[config.mk]
export PLATFORM = sky130hd
export DESIGN_NAME = breath_seq_ctrl_flat
export DESIGN_NICKNAME = d
export VERILOG_FILES = /design/src/rtl/breath_pkg.sv /design/src/rtl/breath_seq_ctrl_if.sv /design/src/rtl/breath_step_alu.sv /design/src/rtl/breath_seq_ctrl.sv /design/src/flat_wrapper.sv
export SDC_FILE = /design/constraint.sdc
export NUM_CORES = 1
export LEC_CHECK = 0
export CAP_MARGIN = 20
export CORE_MARGIN = 2
export CORE_UTILIZATION = 37
export CTS_CLUSTER_SIZE = 24
export DETAILED_ROUTE_END_ITERATION = 8
export GPL_ROUTABILITY_DRIVEN = 0
export SLEW_MARGIN = 20
export SYNTH_ARGS = -nofsm -noshare
export SYNTH_HDL_FRONTEND = slang
export SYNTH_SLANG_ARGS = --single-unit
[constraint.sdc]
create_clock -name sys_clk -period 12 [get_ports sys_clk]
set_clock_uncertainty 0.05 [all_clocks]
set_input_delay 2.4 -clock sys_clk [delete_from_list [all_inputs] [get_ports sys_clk]]
set_output_delay 2.4 -clock sys_clk [all_outputs]
set_load 0.01 [all_outputs]
[src/rtl/breath_pkg.sv]
// -----------------------------------------------------------------------------
// breath_pkg
// Shared definitions for the breathing-LED brightness sequencer. The PWM
// datapath and the testbench use the same DEF_* constants.
//   - breath_state_e : sequencer states
//   - DUTY_W_DEF     : default width of duty / step / ceiling
//   - HOLD_W_DEF     : default width of the hold counter (in PWM periods)
//   - DEF_MAX/STEP/HOLD : configuration values loaded on reset
// -----------------------------------------------------------------------------
package breath_pkg;

  localparam int DUTY_W_DEF = 16;
  localparam int HOLD_W_DEF = 8;

  localparam logic [15:0] DEF_MAX  = 16'd50000;
  localparam logic [15:0] DEF_STEP = 16'd25;
  localparam logic [7:0]  DEF_HOLD = 8'd0;

  typedef enum logic [2:0] {
    ST_IDLE    = 3'd0,
    ST_RISE    = 3'd1,
    ST_HOLD_HI = 3'd2,
    ST_FALL    = 3'd3,
    ST_HOLD_LO = 3'd4
  } breath_state_e;

endpackage

[src/rtl/breath_seq_ctrl_if.sv]
// -----------------------------------------------------------------------------
// breath_seq_ctrl_if
// Bundles the config handshake, control pulses and PWM-facing outputs of the
// brightness sequencer.
//   master : host / period counter side (drives cfg_*, start, stop, period_end)
//   slave  : sequencer side (drives cfg_ready, duty_cycle, inc_dec_flag,
//            busy, cycle_done)
// -----------------------------------------------------------------------------
interface breath_seq_ctrl_if
  import breath_pkg::*;
#(
  parameter int DUTY_W = DUTY_W_DEF,
  parameter int HOLD_W = HOLD_W_DEF
) ();

  logic              cfg_valid;
  logic              cfg_ready;
  logic [DUTY_W-1:0] cfg_max;
  logic [DUTY_W-1:0] cfg_step;
  logic [HOLD_W-1:0] cfg_hold;
  logic              start;
  logic              stop;
  logic              period_end;
  logic [DUTY_W-1:0] duty_cycle;
  logic              inc_dec_flag;
  logic              busy;
  logic              cycle_done;

  modport master (
    output cfg_valid, cfg_max, cfg_step, cfg_hold, start, stop, period_end,
    input  cfg_ready, duty_cycle, inc_dec_flag, busy, cycle_done
  );

  modport slave (
    input  cfg_valid, cfg_max, cfg_step, cfg_hold, start, stop, period_end,
    output cfg_ready, duty_cycle, inc_dec_flag, busy, cycle_done
  );

endinterface

[src/rtl/breath_step_alu.sv]
// -----------------------------------------------------------------------------
// breath_step_alu
// Combinational duty stepper. Rising: duty + step saturating at the ceiling,
// compared in DUTY_W+1 bits so the add can never wrap. Falling: duty - step
// clamped at zero.
//   i_duty, i_step, i_max : current duty, step size, ceiling
//   i_up                  : 1 = rising step, 0 = falling step
//   o_next                : next duty value
//   o_hit_limit           : step reached the ceiling (up) or zero (down)
// -----------------------------------------------------------------------------
module breath_step_alu
  import breath_pkg::*;
#(
  parameter int DUTY_W = DUTY_W_DEF
) (
  input  logic [DUTY_W-1:0] i_duty,
  input  logic [DUTY_W-1:0] i_step,
  input  logic [DUTY_W-1:0] i_max,
  input  logic              i_up,
  output logic [DUTY_W-1:0] o_next,
  output logic              o_hit_limit
);

  logic [DUTY_W:0] w_sum;

  assign w_sum = {1'b0, i_duty} + {1'b0, i_step};

  // Next duty and limit flag for a single rising or falling step
  always_comb begin
    o_next      = '0;
    o_hit_limit = 1'b0;
    if (i_up) begin
      if (w_sum >= {1'b0, i_max}) begin
        o_next      = i_max;
        o_hit_limit = 1'b1;
      end else begin
        o_next      = w_sum[DUTY_W-1:0];
        o_hit_limit = 1'b0;
      end
    end else begin
      if (i_duty <= i_step) begin
        o_next      = '0;
        o_hit_limit = 1'b1;
      end else begin
        o_next      = i_duty - i_step;
        o_hit_limit = 1'b0;
      end
    end
  end

endmodule

[src/rtl/breath_seq_ctrl.sv]
// -----------------------------------------------------------------------------
// breath_seq_ctrl
// Brightness sequencer: ramps duty up to a ceiling, holds, ramps down to zero,
// holds, repeats. All duty updates happen on PWM period boundaries.
//   sys_clk, sys_rst : clock, synchronous active-high reset
//   bus (slave)      : cfg_valid/cfg_ready/cfg_max/cfg_step/cfg_hold,
//                      start, stop, period_end in;
//                      duty_cycle, inc_dec_flag, busy, cycle_done out
// -----------------------------------------------------------------------------
module breath_seq_ctrl
  import breath_pkg::*;
#(
  parameter int                DUTY_W   = DUTY_W_DEF,
  parameter int                HOLD_W   = HOLD_W_DEF,
  parameter logic [DUTY_W-1:0] DEF_MAX  = breath_pkg::DEF_MAX,
  parameter logic [DUTY_W-1:0] DEF_STEP = breath_pkg::DEF_STEP,
  parameter logic [HOLD_W-1:0] DEF_HOLD = breath_pkg::DEF_HOLD
) (
  input logic              sys_clk,
  input logic              sys_rst,
  breath_seq_ctrl_if.slave bus
);

  breath_state_e     r_state;
  logic [DUTY_W-1:0] r_duty;
  logic              r_inc_dec;
  logic              r_cycle_done;
  logic              r_stop_pending;
  logic [HOLD_W-1:0] r_hold_cnt;
  logic [DUTY_W-1:0] r_cfg_max;
  logic [DUTY_W-1:0] r_cfg_step;
  logic [HOLD_W-1:0] r_cfg_hold;

  logic              w_stop_req;
  logic              w_alu_up;
  logic [DUTY_W-1:0] w_alu_next;
  logic              w_alu_hit;

  // A stop pulse acts in the same cycle it arrives, as well as once latched.
  assign w_stop_req = r_stop_pending | bus.stop;

  // Only RISE (without a stop) and the HOLD_LO exit step upward; every other
  // stepping state steps toward zero.
  assign w_alu_up = (r_state == ST_HOLD_LO) ||
                    ((r_state == ST_RISE) && !w_stop_req);

  breath_step_alu #(.DUTY_W(DUTY_W)) u_alu (
    .i_duty      (r_duty),
    .i_step      (r_cfg_step),
    .i_max       (r_cfg_max),
    .i_up        (w_alu_up),
    .o_next      (w_alu_next),
    .o_hit_limit (w_alu_hit)
  );

  assign bus.cfg_ready    = (r_state == ST_IDLE);
  assign bus.busy         = (r_state != ST_IDLE);
  assign bus.duty_cycle   = r_duty;
  assign bus.inc_dec_flag = r_inc_dec;
  assign bus.cycle_done   = r_cycle_done;

  // Sequencer FSM, hold counter, config capture and registered outputs
  always_ff @(posedge sys_clk) begin
    if (sys_rst) begin
      r_state        <= ST_IDLE;
      r_duty         <= '0;
      r_inc_dec      <= 1'b0;
      r_cycle_done   <= 1'b0;
      r_stop_pending <= 1'b0;
      r_hold_cnt     <= '0;
      r_cfg_max      <= DEF_MAX;
      r_cfg_step     <= DEF_STEP;
      r_cfg_hold     <= DEF_HOLD;
    end else begin
      r_cycle_done <= 1'b0;

      if (bus.cfg_valid && (r_state == ST_IDLE)) begin
        r_cfg_max  <= bus.cfg_max;
        r_cfg_step <= (bus.cfg_step == '0) ? DUTY_W'(1) : bus.cfg_step;
        r_cfg_hold <= bus.cfg_hold;
      end

      // Latch stop while busy; IDLE entries below clear it again.
      if (r_state != ST_IDLE) begin
        r_stop_pending <= r_stop_pending | bus.stop;
      end

      case (r_state)
        ST_IDLE: begin
          r_duty         <= '0;
          r_inc_dec      <= 1'b0;
          r_stop_pending <= 1'b0;
          if (bus.start && !bus.stop) begin
            r_state <= ST_RISE;
          end
        end

        ST_RISE: begin
          if (bus.period_end) begin
            r_duty <= w_alu_next;
            if (w_stop_req) begin
              r_inc_dec <= 1'b0;
              r_state   <= ST_FALL;
            end else begin
              r_inc_dec <= 1'b1;
              if (w_alu_hit) begin
                r_hold_cnt <= r_cfg_hold;
                r_state    <= ST_HOLD_HI;
              end
            end
          end
        end

        ST_HOLD_HI: begin
          if (bus.period_end) begin
            if (w_stop_req || (r_hold_cnt == '0)) begin
              r_duty    <= w_alu_next;
              r_inc_dec <= 1'b0;
              r_state   <= ST_FALL;
            end else begin
              r_hold_cnt <= r_hold_cnt - HOLD_W'(1);
            end
          end
        end

        ST_FALL: begin
          if (bus.period_end) begin
            r_duty    <= w_alu_next;
            r_inc_dec <= 1'b0;
            if (w_alu_hit) begin
              r_cycle_done <= 1'b1;
              if (w_stop_req) begin
                r_stop_pending <= 1'b0;
                r_state        <= ST_IDLE;
              end else begin
                r_hold_cnt <= r_cfg_hold;
                r_state    <= ST_HOLD_LO;
              end
            end
          end
        end

        ST_HOLD_LO: begin
          if (w_stop_req) begin
            r_stop_pending <= 1'b0;
            r_state        <= ST_IDLE;
          end else if (bus.period_end) begin
            if (r_hold_cnt == '0) begin
              r_duty    <= w_alu_next;
              r_inc_dec <= 1'b1;
              r_state   <= ST_RISE;
            end else begin
              r_hold_cnt <= r_hold_cnt - HOLD_W'(1);
            end
          end
        end

        default: begin
          r_state <= ST_IDLE;
        end
      endcase
    end
  end

endmodule

[src/flat_wrapper.sv]
// flat-port wrapper written by rule: the top's interface ports become plain ports
module breath_seq_ctrl_flat import breath_pkg::*;
#(
  parameter int                DUTY_W   = DUTY_W_DEF,
  parameter int                HOLD_W   = HOLD_W_DEF,
  parameter logic [DUTY_W-1:0] DEF_MAX  = breath_pkg::DEF_MAX,
  parameter logic [DUTY_W-1:0] DEF_STEP = breath_pkg::DEF_STEP,
  parameter logic [HOLD_W-1:0] DEF_HOLD = breath_pkg::DEF_HOLD
)
  (sys_clk, sys_rst, bus_cfg_valid, bus_cfg_max, bus_cfg_step, bus_cfg_hold, bus_start, bus_stop, bus_period_end, bus_cfg_ready, bus_duty_cycle, bus_inc_dec_flag, bus_busy, bus_cycle_done);
  breath_seq_ctrl_if #(.DUTY_W(DUTY_W), .HOLD_W(HOLD_W)) bus_i ();
  input logic sys_clk;
  input logic sys_rst;
  input wire logic [$bits(bus_i.cfg_valid)-1:0] bus_cfg_valid;
  input wire logic [$bits(bus_i.cfg_max)-1:0] bus_cfg_max;
  input wire logic [$bits(bus_i.cfg_step)-1:0] bus_cfg_step;
  input wire logic [$bits(bus_i.cfg_hold)-1:0] bus_cfg_hold;
  input wire logic [$bits(bus_i.start)-1:0] bus_start;
  input wire logic [$bits(bus_i.stop)-1:0] bus_stop;
  input wire logic [$bits(bus_i.period_end)-1:0] bus_period_end;
  output wire logic [$bits(bus_i.cfg_ready)-1:0] bus_cfg_ready;
  output wire logic [$bits(bus_i.duty_cycle)-1:0] bus_duty_cycle;
  output wire logic [$bits(bus_i.inc_dec_flag)-1:0] bus_inc_dec_flag;
  output wire logic [$bits(bus_i.busy)-1:0] bus_busy;
  output wire logic [$bits(bus_i.cycle_done)-1:0] bus_cycle_done;
  assign bus_i.cfg_valid = bus_cfg_valid;
  assign bus_i.cfg_max = bus_cfg_max;
  assign bus_i.cfg_step = bus_cfg_step;
  assign bus_i.cfg_hold = bus_cfg_hold;
  assign bus_i.start = bus_start;
  assign bus_i.stop = bus_stop;
  assign bus_i.period_end = bus_period_end;
  assign bus_cfg_ready = bus_i.cfg_ready;
  assign bus_duty_cycle = bus_i.duty_cycle;
  assign bus_inc_dec_flag = bus_i.inc_dec_flag;
  assign bus_busy = bus_i.busy;
  assign bus_cycle_done = bus_i.cycle_done;
  breath_seq_ctrl #(.DUTY_W(DUTY_W), .HOLD_W(HOLD_W), .DEF_MAX(DEF_MAX), .DEF_STEP(DEF_STEP), .DEF_HOLD(DEF_HOLD)) u_core (.sys_clk(sys_clk), .sys_rst(sys_rst), .bus(bus_i));
endmodule
After elaboration in Yosys (flattened, before gate mapping):

Index checks and enable logic that the tools add are counted.

* equal/unequal tests: 22
* bitwise gates (word level): 3
* shifts and indexed selects: 0
* divide/modulo/power cells: 0
* reduce and logical (&&, ||, !) cells: 20
* multiplexer cells: 54
* add/sub/neg operators: 3
* $mul: 0
* order comparisons: 2

Operators with widths (count)
* $mux W16: 10
* $mux W8: 11
* $pmux W16 S4: 1
* $mux W3: 12
* $pmux W8 S4: 1
* $ne A2 B2 Y1 const B: 12
* $add A16 B16 Y17: 1
* $ge A17 B16 Y1: 1
* $le A16 B16 Y1: 1
* $logic_not A16 Y1: 1
* $mux W1: 16
* $sub A16 B16 Y16: 1
* $pmux W3 S5: 1
* $reduce_and A12 Y1: 1
* $ne A3 B2 Y1 const B: 3
* $reduce_and A9 Y1: 1
* $logic_not A8 Y1: 1
* $reduce_and A8 Y1: 1
* $reduce_bool A4 Y1: 2
* $sub A8 B1 Y8 const B: 1
* $reduce_and A7 Y1: 1
* $eq A3 B2 Y1 const B: 2
* $ne A2 B1 Y1 const B: 3
* $pmux W1 S5: 1
* 13 further kinds: 18

* word-level logic and storage cells: 113
* bits in latches: 0
* output and inout bits: 20
* memories: 0
* bits in read-only memories: 0
* register bits: 70
* RAM bits: 0
* bits of input ports: 46

Depth between registers and ports, before layout:

* word-level depth: 9
* mapped depth: 20
* mapped depth without buffers: 18

Hierarchy:

A second synthesis with hierarchy kept.

* cells, all modules: 691
* area, all modules: 5300.1 µm²

By module, submodules not included
* breath_seq_ctrl: seq. area each 1401.3 µm², cells each 382, area an instance 2980.4 µm², times used 1
* breath_step_alu: seq. area each 0.0 µm², cells each 309, area an instance 2319.7 µm², times used 1

Worst setup path before layout:

OpenSTA, ideal clock, no wires.

* path kind: reg2reg
* start point: register u_core.r_duty[0], in the netlist u_core.bus.duty_cycle[0]
* end point: register u_core.r_duty[15], in the netlist u_core.bus.duty_cycle[15]
* path slack: 7.503 ns
* period minus slack after synthesis: 4.497 ns
* buffers on the path: 1
* required time: 11.828 ns
* setup time: 0.122 ns
* cell stages (with the launch flop): 20
* arrival: 4.325 ns
* cell sequence: dfxtp_1 ha_1 inv_1 fa_1 nor2_2 o311a_1 o41a_4 a211oi_2 mux2i_1 nand2_1 ha_1 a21o_1 a221oi_2 o41ai_1 a221oi_1 and3_4 buf_12 nor2_2 a32o_1 a221o_1

* word-level cells in the longest chain between the ends: 8
* elaborated cells between the ends (all ways): 14
* those cells by class: add/sub: 2; order compare: 2; mux: 10

RTL lines
* start, declared: line breath_seq_ctrl.sv:25 `logic [DUTY_W-1:0] r_duty;`
* start signal, assigned: line breath_seq_ctrl.sv:100 `r_duty <= w_alu_next;`
* start signal, assigned: line breath_seq_ctrl.sv:117 `r_duty <= w_alu_next;`
* start signal, assigned: line breath_seq_ctrl.sv:128 `r_duty <= w_alu_next;`
* $add A16 B16 Y17: line breath_step_alu.sv:26 `assign w_sum = {1'b0, i_duty} + {1'b0, i_step};`
* $ge A17 B16 Y1: line breath_step_alu.sv:33 `if (w_sum >= {1'b0, i_max}) begin`
* $mux W16: line breath_step_alu.sv:33
* $mux W16 (*): line breath_step_alu.sv:32 `if (i_up) begin`
* $mux W16: line breath_seq_ctrl.sv:148 `if (r_hold_cnt == '0) begin`
* $mux W16: line breath_seq_ctrl.sv:147 `end else if (bus.period_end) begin`
* $mux W16: line breath_seq_ctrl.sv:144 `if (w_stop_req) begin`
* $pmux W16 S4 (*): line breath_seq_ctrl.sv:88 `case (r_state)`

Mark *: on every way between the ends. The rest lies on a longest branch, timed or not. The select of a mux whose other input is x is not followed.
A chain may end at the register's enable or synchronous reset.

Worst setup path in the final report:

* start point: register u_core.r_duty[0], in the netlist u_core.bus.duty_cycle[0]
* end point: register u_core.r_hold_cnt[2]

* word-level cells in the longest chain between the ends: 6
* elaborated cells between the ends (all ways): 9
* those cells by class: add/sub: 1; order compare: 2; eq/ne: 2; mux: 3; reduce/logical: 1

RTL lines
* $add A16 B16 Y17: line breath_step_alu.sv:26
* $ge A17 B16 Y1: line breath_step_alu.sv:33
* $mux W1: line breath_step_alu.sv:33
* $mux W1 (*): line breath_step_alu.sv:32
* $ne A2 B2 Y1 (no source line)
* $reduce_and A12 Y1 (no source line) (*)
* end signal, assigned: line breath_seq_ctrl.sv:107 `r_hold_cnt <= r_cfg_hold;`
* end signal, assigned: line breath_seq_ctrl.sv:121 `r_hold_cnt <= r_hold_cnt - HOLD_W'(1);`
* end signal, assigned: line breath_seq_ctrl.sv:136 `r_hold_cnt <= r_cfg_hold;`
* end, declared: line breath_seq_ctrl.sv:29 `logic [HOLD_W-1:0] r_hold_cnt;`

Mark *: on every way between the ends. The rest lies on a longest branch, timed or not.

==> impl_metrics.toml <==
[worst_hold_path]
hp-start = "u_core.bus.inc_dec_flag"
hold_end = "u_core.bus.inc_dec_flag"
min_delay_path_depth = 2
min_path_type = "reg2reg"

[pwr]
peakVddDrop_v = 0.000110
power.leakage_nw = 2.64
power.density_nw_per_um2 = 152

[logic_synthesis]
synth-seq-cells = 70
yosys.area_share.simple = 0.224
yosysSeqAreaShare = 0.262
ys_types = 78
yosysTopAreaCellShare = 0.262
synth_xor_area_frac = 0.0360
synth_fp_nets = 797
synthCells = 699
synthMuxAreaShare = 0.0206
synthesis.yosys.warnings = 0
synth_top_area_cell = "dfxtp_1"
synthArstFlopShare = 0
ys.flop_type = "dfxtp_1"
synth_area_leaders = "dfxtp_1 26%, ha_1 12%, nand2_1 7.5%, a21oi_1 5.9%, inv_1 3.9%"
synth_area_sq_um = 5350
synth_compound_area_frac = 0.255
synth_top_family_by_area = "compound AO/OA/AOI/OAI gates"
synth.avg_cell_area_sq_um = 7.65
synthAdderAreaFrac = 0.124
synth-edff-count = 0

[floorplan]
num_io_pins = 66
die_y_um = 124
initial_core_util = 0.382
die_w_um = 124
core_sq_um = 14000
num_rows = 43
die_area_sq_um = 15400

[clock_network]
clockRootBuffer = "clkbuf_16"
h-tree-depth = 3
cts_tree = "done"
clk_pin_slew_worst_paths_ns = 0.06
clk_path_buf_depth = 2
clock_latency_ns = 0.35
post_cts_buffers = 0
cts_sinks = 70
cts_made_buffers = 9
hold_buffers = 0
ctsResizeCount = 0

[global_routing]
grt_overflow = 0
grt_pass1_vias = 5134
grt_max_degree = 50
groute.usage.overall = 0.209
antenna_found_initial = 0
grt_pass1_wl_mm = 26.4

[drt]
drt_pass1_iterations = 5
totalWireLength_mm = 16.1
drc = 0
detailroute.via_count = 5216
ant_nets = 0
wire_per_inst_um = 17.4
dr.first_iter.drc_count = 376
vias_per_cell = 5.65

[run_status]
status = "finished, final reports clean"

[timing]
finalWorstSetupSlack_ns = 6.84
slew_headroom = 0.341
tightestPinTransition_ns = 0.987
layout_min_cycle_time_ns = 5.16
setup-tns-final_ns = 0
post-route-period-util = 0.430
max_freq_ghz = 0.194
drv_slew = 0
rsz0062_at_grt = "no"
final_hold_viol_count = 0
setup_violations = 0

[setup_path]
cp_slowest_cell = "o41a_4"
max_stage_delay_ns = 0.51
cp_data_arrival_time_ns = 5.32
crit_top_cell = "ha_1"
required_ns = 12.16
cp_max_fo = 9
worstReg2RegEnd = "u_core.r_hold_cnt[2]"
r2r_slack_ns = 6.84
r2r-start = "u_core.bus.duty_cycle[0]"
cp-end-kind = "register"
crit_chain = "ha_1 -> inv_1 -> fa_1 -> nor2_2 -> o311a_1 -> o41a_4 -> a211oi_2 -> mux2i_1 -> nand2_1 -> ha_1 -> a21o_1 -> a221oi_2 -> o41ai_1 -> a221oi_1 -> nand4_2 -> a21oi_4 -> or2_1 -> o32ai_1"
start_kind = "register"
critPathKind = "reg2reg"
rr_worst_depth = 18

[place]
dpl.hpwl_mm = 12.2
pre_cts_ws_ns = 6.63
port_buffers = 65

[cells_and_area]
area_delta_synth_final_pct = 18.5
drive_gt1_frac = 0.0632
final_nets = 837
antenna_cells = 0

[run]
drv_cap = 0
==> power breakdown <==
group | switching [mW] | internal (mW)
sequential | 0.0289 | 0.263
clock | 0.112 | 0.147
combinational | 0.253 | 0.159
total | 0.394 | 0.568
==> synthesized netlist by cell type (all sizes together), types with 8 or more instances <==
cell type,instances
or2,8
buf,15
nand3,14
nor4,9
o211ai,11
a211oi,10
nand2b,9
o21ai,33
nand2,107
dfxtp,70
a21oi,64
inv,57
nor3,17
a21o,9
nor2,45
clkbuf,26
xnor2,15
ha,50
a22o,8
mux2i,11
==> worst max-delay path by stage <==
stage                                   startpoint  cells past startpoint  slack (ns)                        end
after detailed placement                  bus_stop                      7        6.63  u_core.bus.duty_cycle[13]
after CTS                 u_core.bus.duty_cycle[0]                     18        6.87       u_core.r_hold_cnt[2]
after global placement                    bus_stop                      7        6.71  u_core.bus.duty_cycle[13]
after global routing          u_core.r_cfg_step[2]                     17        6.52       u_core.r_hold_cnt[2]
after floorplan           u_core.bus.duty_cycle[0]                     19        7.50  u_core.bus.duty_cycle[15]
final                     u_core.bus.duty_cycle[0]                     18        6.84       u_core.r_hold_cnt[2]
==> worst max-delay path: cells and delay by family (launching register included) <==
kind,cells,cell delay [ns]
compound gates,9,2.67
buf+inv,1,0.07
mux,1,0.31
flops,1,0.34
simple gates,4,0.79
fa+ha+maj,3,0.78
==> placed cells by master (no fill, tap or decap), types with 6 or more instances in the layout <==
master / n
nor2b_1: 7
xor2_1: 7
nor3_1: 17
a211oi_1: 8
xnor2_1: 15
ha_1: 50
nand2b_1: 9
o21bai_1: 7
dfxtp_1: 70
inv_1: 56
or2_2: 7
nand3_1: 13
clkbuf_16: 9
nand2_1: 107
a21o_1: 9
clkdlybuf4s50_1: 64
a31oi_1: 7
o21ai_0: 31
o32ai_1: 6
a22o_1: 8
o211ai_1: 10
mux2i_1: 11
nor2_1: 43
nor4_1: 8
a21oi_1: 63
==> through the flow <==
stage	hold slack [ns]	power (mW)	utilization	instance area, sq um	std cells
after floorplan	0.386	0.587	-	5350	699
after global placement	0.395	0.693	0.433	6050	908
after detailed placement	0.394	0.701	0.433	6050	908
after CTS	0.402	0.962	0.453	6340	924
after global routing	0.430	1.03	0.453	6340	924
final	0.400	0.963	0.453	6340	924
==> area by class of cell <==
cell class / count / area, sq um
inverters: 57 / 214
multi-input cells: 531 / 3530
well taps: 180 / 225
clock inverters: 6 / 46.3
clock buffers: 10 / 239
repair buffers: 70 / 683
fillers: 1465 / 7650
flip-flops and latches: 70 / 1400
==> state kept, by name (all words and copies together), names as in the netlist <==
name                     flops
u_core.bus.duty_cycle       16
u_core.r_cfg_max            16
u_core.r_cfg_step           16
u_core.r_cfg_hold            8
u_core.r_hold_cnt            8
u_core.r_state               3
u_core.bus.cycle_done        1
u_core.bus.inc_dec_flag      1
u_core.r_stop_pending        1
==> cell families (layout without fill, tap and decap cells) <==
group	Yosys count	after routing
mux	11	11
flops	70	70
compound gates	198	198
xor+xnor	22	22
simple gates	248	248
fa+ha+maj	52	52
buf+inv	98	143
==> metal layers <==
layer / vias up / share of wire / global-route usage
li1: 2557 / - / -
met1: 2458 / 0.46 / 0.282
met2: 166 / 0.45 / 0.327
met3: 35 / 0.055 / 0.0349
met4: 0 / 0.036 / 0.0958
met5: - / 0 / 0
Note: power is estimated with default switching activity, not from simulation.
